### config.mk
export PLATFORM = sky130hd
export DESIGN_NAME = axi_rd_arbiter
export DESIGN_NICKNAME = d
export VERILOG_FILES = /design/src/rtl/cpu_axi_pkg.sv /design/src/rtl/arb2_grant.sv /design/src/rtl/axi_rd_arbiter.sv
export SDC_FILE = /design/constraint.sdc
export NUM_CORES = 1
export LEC_CHECK = 0
export BUFFER_PORTS_ARGS = -buffer_cell sky130_fd_sc_hd__buf_4
export CAP_MARGIN = 30
export CORE_MARGIN = 4
export CORE_UTILIZATION = 40
export DETAILED_ROUTE_END_ITERATION = 12
export PLACE_DENSITY = 0.91
export SYNTH_ARGS = -nofsm -noshare
export SYNTH_HDL_FRONTEND = slang
export SYNTH_SLANG_ARGS = --single-unit
### constraint.sdc
create_clock -name clk -period 1.7 [get_ports clk]
set_input_delay 0.085 -clock clk [delete_from_list [all_inputs] [get_ports clk]]
set_output_delay 0.085 -clock clk [all_outputs]
set_load 0.02 [all_outputs]
### src/rtl/cpu_axi_pkg.sv
// Shared AXI read-side types and constants.
// Used by the cache refill read arbiter.
package cpu_axi_pkg;

  typedef enum logic [1:0] {
    S_IDLE = 2'd0,
    S_ADDR = 2'd1,
    S_DATA = 2'd2
  } rd_state_e;

  localparam logic [3:0] ARID_INST      = 4'd0;
  localparam logic [3:0] ARID_DATA      = 4'd1;
  localparam logic [2:0] RD_TYPE_LINE   = 3'b100;
  localparam logic [2:0] AXI_SIZE_4B    = 3'b010;
  localparam logic [1:0] AXI_BURST_INCR = 2'b01;

  function automatic logic [7:0] beat_inc(input logic [7:0] c);
    return (c == 8'hff) ? c : c + 8'd1;
  endfunction

endpackage

### src/rtl/arb2_grant.sv
// Two-way grant generator: bit0 = inst, bit1 = data.
// ARB_RR_EN selects round-robin, otherwise data has fixed priority.
module arb2_grant (
  input  logic       clk,
  input  logic       resetn,
  input  logic [1:0] req,
  input  logic       adv,
  output logic [1:0] gnt
);

`ifdef ARB_RR_EN
  logic last_grant;

  // Favour whoever did not win last time
  always_comb begin
    gnt = 2'b00;
    if (req[1] && (!req[0] || !last_grant))
      gnt = 2'b10;
    else if (req[0])
      gnt = 2'b01;
  end

  // Remember the last winner; reset leaves data favoured
  always_ff @(posedge clk or negedge resetn) begin
    if (!resetn)
      last_grant <= 1'b0;
    else if (adv && |req)
      last_grant <= gnt[1];
  end
`else
  logic unused_rr;
  assign unused_rr = &{1'b0, clk, resetn, adv};

  // Data always wins a tie
  always_comb begin
    gnt = 2'b00;
    if (req[1])
      gnt = 2'b10;
    else if (req[0])
      gnt = 2'b01;
  end
`endif

endmodule

### src/rtl/axi_rd_arbiter.sv
// Shares one AXI AR/R channel between inst and data cache refills.
// Optional macro ARB_RR_EN: round-robin instead of data-first priority.
module axi_rd_arbiter
  import cpu_axi_pkg::*;
#(
  parameter int BURST_LEN = 4,
  parameter int ADDR_W    = 32,
  parameter int DATA_W    = 32
) (
  input  logic              clk,
  input  logic              resetn,
  input  logic              rd_req_inst,
  input  logic [2:0]        rd_type_inst,
  input  logic [ADDR_W-1:0] rd_addr_inst,
  output logic              rd_rdy_inst,
  output logic              ret_valid_inst,
  output logic              ret_last_inst,
  output logic [DATA_W-1:0] ret_data_inst,
  input  logic              rd_req_data,
  input  logic [2:0]        rd_type_data,
  input  logic [ADDR_W-1:0] rd_addr_data,
  output logic              rd_rdy_data,
  output logic              ret_valid_data,
  output logic              ret_last_data,
  output logic [DATA_W-1:0] ret_data_data,
  output logic [3:0]        arid,
  output logic [ADDR_W-1:0] araddr,
  output logic [7:0]        arlen,
  output logic [2:0]        arsize,
  output logic [1:0]        arburst,
  output logic              arvalid,
  input  logic              arready,
  input  logic [3:0]        rid,
  input  logic [DATA_W-1:0] rdata,
  input  logic [1:0]        rresp,
  input  logic              rlast,
  input  logic              rvalid,
  output logic              rready,
  output logic              rd_err
);

  localparam logic [7:0] LINE_LEN = 8'(BURST_LEN - 1);

  rd_state_e         state;
  logic              owner_data;
  logic [7:0]        beat_cnt;
  logic [1:0]        req;
  logic [1:0]        gnt;
  logic              grant_now;
  logic              beat;
  logic              err_now;
  logic [2:0]        sel_type;
  logic [ADDR_W-1:0] sel_addr;

  assign req       = {rd_req_data, rd_req_inst};
  assign grant_now = (state == S_IDLE) && (|req);

  arb2_grant u_grant (
    .clk    (clk),
    .resetn (resetn),
    .req    (req),
    .adv    (grant_now),
    .gnt    (gnt)
  );

  assign rd_rdy_inst = grant_now & gnt[0];
  assign rd_rdy_data = grant_now & gnt[1];
  assign sel_type    = gnt[1] ? rd_type_data : rd_type_inst;
  assign sel_addr    = gnt[1] ? rd_addr_data : rd_addr_inst;

  assign arsize  = AXI_SIZE_4B;
  assign arburst = AXI_BURST_INCR;

  assign beat           = rready & rvalid;
  assign ret_valid_inst = beat & ~owner_data;
  assign ret_last_inst  = beat & ~owner_data & rlast;
  assign ret_data_inst  = rdata;
  assign ret_valid_data = beat & owner_data;
  assign ret_last_data  = beat & owner_data & rlast;
  assign ret_data_data  = rdata;

  assign err_now = (rresp != 2'b00)
                 | (rid != arid)
                 | (rlast & (beat_cnt != arlen))
                 | (~rlast & (beat_cnt > arlen));

  // Request/address/data sequencing with registered AR and R handshakes
  always_ff @(posedge clk or negedge resetn) begin
    if (!resetn) begin
      state      <= S_IDLE;
      owner_data <= 1'b0;
      beat_cnt   <= 8'd0;
      arid       <= '0;
      araddr     <= '0;
      arlen      <= '0;
      arvalid    <= 1'b0;
      rready     <= 1'b0;
      rd_err     <= 1'b0;
    end else begin
      unique case (state)
        S_IDLE: begin
          if (grant_now) begin
            owner_data <= gnt[1];
            araddr     <= sel_addr;
            arlen      <= (sel_type == RD_TYPE_LINE) ? LINE_LEN : 8'd0;
            arid       <= gnt[1] ? ARID_DATA : ARID_INST;
            arvalid    <= 1'b1;
            state      <= S_ADDR;
          end
        end
        S_ADDR: begin
          if (arready) begin
            arvalid  <= 1'b0;
            rready   <= 1'b1;
            beat_cnt <= 8'd0;
            state    <= S_DATA;
          end
        end
        S_DATA: begin
          if (rvalid) begin
            beat_cnt <= beat_inc(beat_cnt);
            if (err_now)
              rd_err <= 1'b1;
            if (rlast) begin
              rready <= 1'b0;
              state  <= S_IDLE;
            end
          end
        end
        default: state <= S_IDLE;
      endcase
    end
  end

endmodule
**Word-level counts from Yosys, hierarchy flattened**

Cells that the tools add are included.

- Flip-flop bits (word level): 58
- Input port bits: 115
- Output and inout port bits: 122
- Logic and storage cells: 70

- Add/sub/neg operators: 1
- Order comparisons: 1
- Equal/unequal tests: 11
- Mux-type cells: 22
- Bitwise logic cells: 14
- Reductions and logical operators: 12

Operators by type and width:

| cell | number |
|---|---|
| 32-bit 2-to-1 mux | 1 |
| 8-bit 2-to-1 mux | 3 |
| 8-bit one-hot mux with 2 select lines | 1 |
| 2-bit 2-to-1 mux | 6 |
| 4-bit AND reduction | 3 |
| 2-bit != test, second input constant | 5 |
| 1-bit bitwise AND | 9 |
| 8-bit by 1-bit adder with 8-bit output, second input constant | 1 |
| 8-bit == test, second input constant | 1 |
| 8-bit greater-than comparator | 1 |
| 8-bit != test | 1 |
| 1-bit 2-to-1 mux | 7 |
| 2-bit one-hot mux with 3 select lines | 1 |
| 3-bit AND reduction | 2 |
| 2-bit nonzero test | 3 |
| 4-bit != test | 1 |
| 1-bit one-hot mux with 2 select lines | 2 |
| 3-bit == test, second input constant | 1 |
| 3-bit 2-to-1 mux | 1 |
| 1-bit bitwise OR | 3 |
| 2-bit by 1-bit == test with 1-bit output, second input constant | 1 |
| 2-bit == test, second input constant | 1 |
| 2-bit logical NOT | 1 |
| 1-bit NOT | 2 |
| other kinds (3) | 3 |

**Logic depth before layout (Yosys ltp)**

- Depth after elaboration: 5
- Depth in mapped cells: 6
- Gate-level depth less buffers: 6

**Hierarchy**

From an unflattened synthesis, not the netlist that was laid out.

- Cells, all modules: 317
- Area total of the unflattened synthesis: 2954.1 sq um

By module, submodules not included:

| module | times used | cells each | area each (sq um) | sequential area each (sq um) |
|---|---|---|---|---|
| axi_rd_arbiter | 1 | 315 | 2932.8 | 1176.1 |
| arb2_grant | 1 | 2 | 21.3 | 0.0 |

**Worst setup path before layout**

No wires, ideal clock.

- Path type: register -> register
- Start point: register arlen[0]
- End point: register rd_err
- Setup time: 0.121 ns
- Data arrival time: 1.240 ns
- Data required time: 1.579 ns
- Setup slack: 0.339 ns
- Stages on the path, launching flop included: 6
- Path buffers: 0
- Cell sequence: dfrtp_1 > inv_1 > ha_1 > a211oi_1 > a21oi_1 > o22a_1

- Word-level cells in the longest chain between the ends: 5
- Elaborated cells on any way between the ends: 7

RTL lines:

| item | line | text |
|---|---|---|
| from (decl) | axi_rd_arbiter.sv:28 | `output logic [7:0] arlen,` |
| from (signal assigned) | axi_rd_arbiter.sv:105 | `arlen <= (sel_type == RD_TYPE_LINE) ? LINE_LEN : 8'd0;` |
| parallel branches: the longest is 3 deep, another holds 8-bit greater-than comparator | - |  |
| 1-bit bitwise OR (*) | axi_rd_arbiter.sv:85 | `\| (~rlast & (beat_cnt > arlen));` |
| 3-bit AND reduction (no source line) (*) | - |  |
| to (signal assigned) | axi_rd_arbiter.sv:98 | `rd_err <= 1'b0;` |
| to (signal assigned) | axi_rd_arbiter.sv:123 | `rd_err <= 1'b1;` |
| to (decl) | axi_rd_arbiter.sv:39 | `output logic rd_err` |

Mark *: on every way between the ends.
A chain may end at the register's enable or synchronous reset.

**Worst setup path in the final report**

- Start point: register beat_cnt[1]
- End point: register beat_cnt[6]

- Word-level cells in the longest chain between the ends: 4
- Elaborated cells on any way between the ends: 7

RTL lines:

| item | line | text |
|---|---|---|
| from (decl) | axi_rd_arbiter.sv:46 | `logic [7:0] beat_cnt;` |
| from (signal assigned) | axi_rd_arbiter.sv:121 | `beat_cnt <= beat_inc(beat_cnt);` |
| 8-bit by 1-bit adder with 8-bit output | cpu_axi_pkg.sv:18 | `return (c == 8'hff) ? c : c + 8'd1;` |
| 8-bit 2-to-1 mux | cpu_axi_pkg.sv:18 |  |
| 8-bit 2-to-1 mux | axi_rd_arbiter.sv:120 | `if (rvalid) begin` |
| 8-bit one-hot mux with 2 select lines | axi_rd_arbiter.sv:100 | `unique case (state)` |

Parallel ways exist; a longest one is shown, timed or not. The select of a mux whose other input is x is not followed.

==> results.md <==
- CTS tree: done
- CP peak stage delay: a little over 0.4 ns
- Clock buffer depth: 2
- Synth Area per Inst: about 9.4 sq um
- Port Buf Inserts: about 130
- Placed insts: around 470
- Tmin final: approximately 1.4 ns
- Inserted Diodes: 0
- Crit path DAT: ~1.6 ns
- Post-CTS Setup Inserts: 0
- Top cell family by delay on the critical path: simple AND/OR/NAND/NOR gates
- CTS Buf Count: 5
- Peak Freq: between 0.6 and 0.7 GHz
- CP Launch Type: register
- Antenna viol nets, final: 0
- Starting density of the core: 41.3%
- First drt pass iteration count: 4
- Commonest non-fill, non-tap cell in the layout: buf_4
- Max-slew violations: 0
- Netlist cell types: 38
- DPL Wire Length: 5.63 mm
- Flops & latches, synth: between 40 and 50
- Max IR drop VDD: around 800 uV
- Worst slew margin: 59.1%
- Root Driver: clkbuf_8
- Setup skew after layout: 0.0124 ns
- Die ar.: about 9000 sq um
- Vias: approximately 2300
- Vias in the first global route: between 2000 and 2500
- RSZ-0062 raised after global routing: false
- Share of layout cells above drive strength 1: 38.8%
- GRT Residual Overflow: 0
- Crit path max fanout: 6
- Worst r2r path cells: 5
- Final wirelength: about 7.1 mm
- Layout Nets: approximately 500
- Initial antenna violation count: 0
- Die W: ~95 microns
- Total Neg Setup Slack: 0 ns
- Routed len/inst: 15.0 microns
- Area Overhead vs Synth: 18.4%
- RePlAce Congestion: roughly 0.88
- Status: finished clean
- Required @ worst endpoint: 1.89 ns
- Worst Hold Class: primary input to register
- Vias/cell: just under 5
- Fin cells: around 480
- DRC Markers: 0
- Hold Fails Final Rpt: 0
- Fin crit share: a little over four fifths
- First-pass GRT wire length: approximately 11 mm
- Htree depth: 2
- Core Area: 7290 sq um
- Commonest non-fill, non-tap cells in the layout: buf_4 (129), dfrtp_1 (47), nor2_1 (42)
- Iteration-0 DRC Markers: 52
- P_leak: 0.00178 uW
- Clock Sinks: 47
- Cell Area, Synth: about 3000 sq um
- Power Density: between 1500 and 2000 nW/um^2
- MaxCap Viol Count: 0
- Post-Syn Instances: roughly 320
- Register area share after synthesis: between 30% and 40%
- Worst-path clk slew: approximately 0.090 ns
- Setup crit end kind: register
- CP max-delay cell: dfrtp_1
- CP Class: register to register
- Later-pin clock latency in the skew report: around 0.30 ns
- Largest net degree at the start of global routing: between 40 and 50
- Buf/Inv on CP: 0
- IO Count: 237
- Total chip power: 5400 uW
- WP depth: 5
- WHS Path Cells: 3
- Die Height: 94.8 microns
- Rows: 31
- Worst-Margin Slew: 0.613 ns
- Setup violators final: 0
- Yosys warning count: 0
- Worst-path cell chain: ha_1 -> nand3_1 -> nor3_1 -> nand3b_1 -> o211a_1
- Total GRT Usage: 15.5%
-- tightest hold or removal path, delay by kind of cell --
family	cells	cell delay, ns
AOI/OAI and AO/OA	1	0.13
buffers and inverters	1	0.08
muxes	1	0.05
-- metal layers --
| layer | global-route usage, % | wire (microns) |
|---|---|---|
| met1 | 16.7 | 2610 |
| met2 | 28.1 | 3750 |
| met3 | 4.86 | 571 |
| met4 | 6.49 | 203 |
| met5 | 0 | 0 |
-- through the flow --
step | cell area (sq um) | worst slack [ns] | util, % | hold slack [ns]
global placement | 3470 | 0.360 | 47.6 | 0.130
CTS | 3570 | 0.275 | 48.9 | 0.0739
finish | 3570 | 0.260 | 48.9 | 0.0819
global route | 3570 | 0.146 | 48.9 | 0.0895
floorplan | 3060 | 0.339 | - | -0.211
detailed placement | 3470 | 0.283 | 47.6 | 0.146
-- synth_stat cells --
cell | instances | area, sq um
o211a_1 | 1 | 10.0
nor4b_1 | 1 | 8.76
a31oi_1 | 1 | 6.26
o21ai_0 | 1 | 5.00
dfrtp_1 | 47 | 1180
mux2i_1 | 34 | 340
and3_1 | 4 | 25.0
nor4_2 | 1 | 12.5
nand3b_1 | 1 | 7.51
o22a_1 | 1 | 8.76
a211oi_2 | 1 | 12.5
and4_1 | 1 | 8.76
xnor2_1 | 2 | 17.5
a21oi_1 | 36 | 180
a21o_1 | 2 | 15.0
and2_1 | 4 | 25.0
and4_4 | 1 | 11.3
buf_4 | 81 | 608
inv_1 | 3 | 11.3
nor2_2 | 2 | 12.5
nand3_1 | 4 | 20.0
nor3_2 | 2 | 20.0
buf_6 | 5 | 56.3
conb_1 | 2 | 7.51
buf_2 | 6 | 30.0
o21a_1 | 1 | 7.51
nand3b_4 | 1 | 20.0
clkbuf_2 | 1 | 5.00
nor3_1 | 4 | 20.0
a211oi_1 | 2 | 15.0
nor2b_1 | 1 | 6.26
nand4_1 | 1 | 6.26
nand4_4 | 1 | 21.3
nor2_1 | 42 | 158
nand2_1 | 14 | 52.6
nor4_1 | 3 | 18.8
ha_1 | 3 | 37.5
a31o_1 | 1 | 8.76
-- logic make-up after synthesis --
family / synth area share, %
buffers and inverters: 23.6
AND/OR/NAND/NOR: 15.1
AO/OA/AOI/OAI: 8.93
flip-flops: 39.0
multiplexers: 11.3
adder cells (fa/ha/maj): 1.25
other: 0.249
XOR/XNOR: 0.582
-- registers in the layout, summed over array words and instances (netlist names) --
register and flops:
rd_err 1, araddr 32, rready 1, state 2
arvalid 1, owner_data 1, beat_cnt 8, arlen 1
-- area by class of cell --
cell class                 instances  area (sq um)
tap                               99           124
timing repair buffer             132          1010
clock inverter                     1          7.51
fill                             710          3720
clock buffer                       5          68.8
sequential                        47          1180
inverter                           3          11.3
multi-input combinational        188          1170
-- where the power goes --
part | internal (uW) | switching (uW) | total [uW]
clock | 274 | 369 | 643
sequential | 1600 | 380 | 1980
combinational | 1210 | 1570 | 2780
total | 3090 | 2320 | 5400
-- worst paths after layout --
path / slack, ns / to / from
min in group asynchronous: 0.33 / rready / resetn
worst max register to register: 0.26 / beat_cnt[6] / beat_cnt[1]
worst min register to register: 0.51 / arvalid / arvalid
worst min-delay path: 0.08 / araddr[19] / rd_addr_inst[19]
worst max-delay path: 0.26 / beat_cnt[6] / beat_cnt[1]
max in group asynchronous: 0.94 / araddr[16] / resetn
-- what timing repair did --
item / CTS / global route
setup endpoints to repair: 0 / 0
hold buffers: 2 / 0
resized for setup: 0 / 0
endpoints found under the hold margin: 48 / 0
No activity file was read; power rests on OpenSTA's default activity.
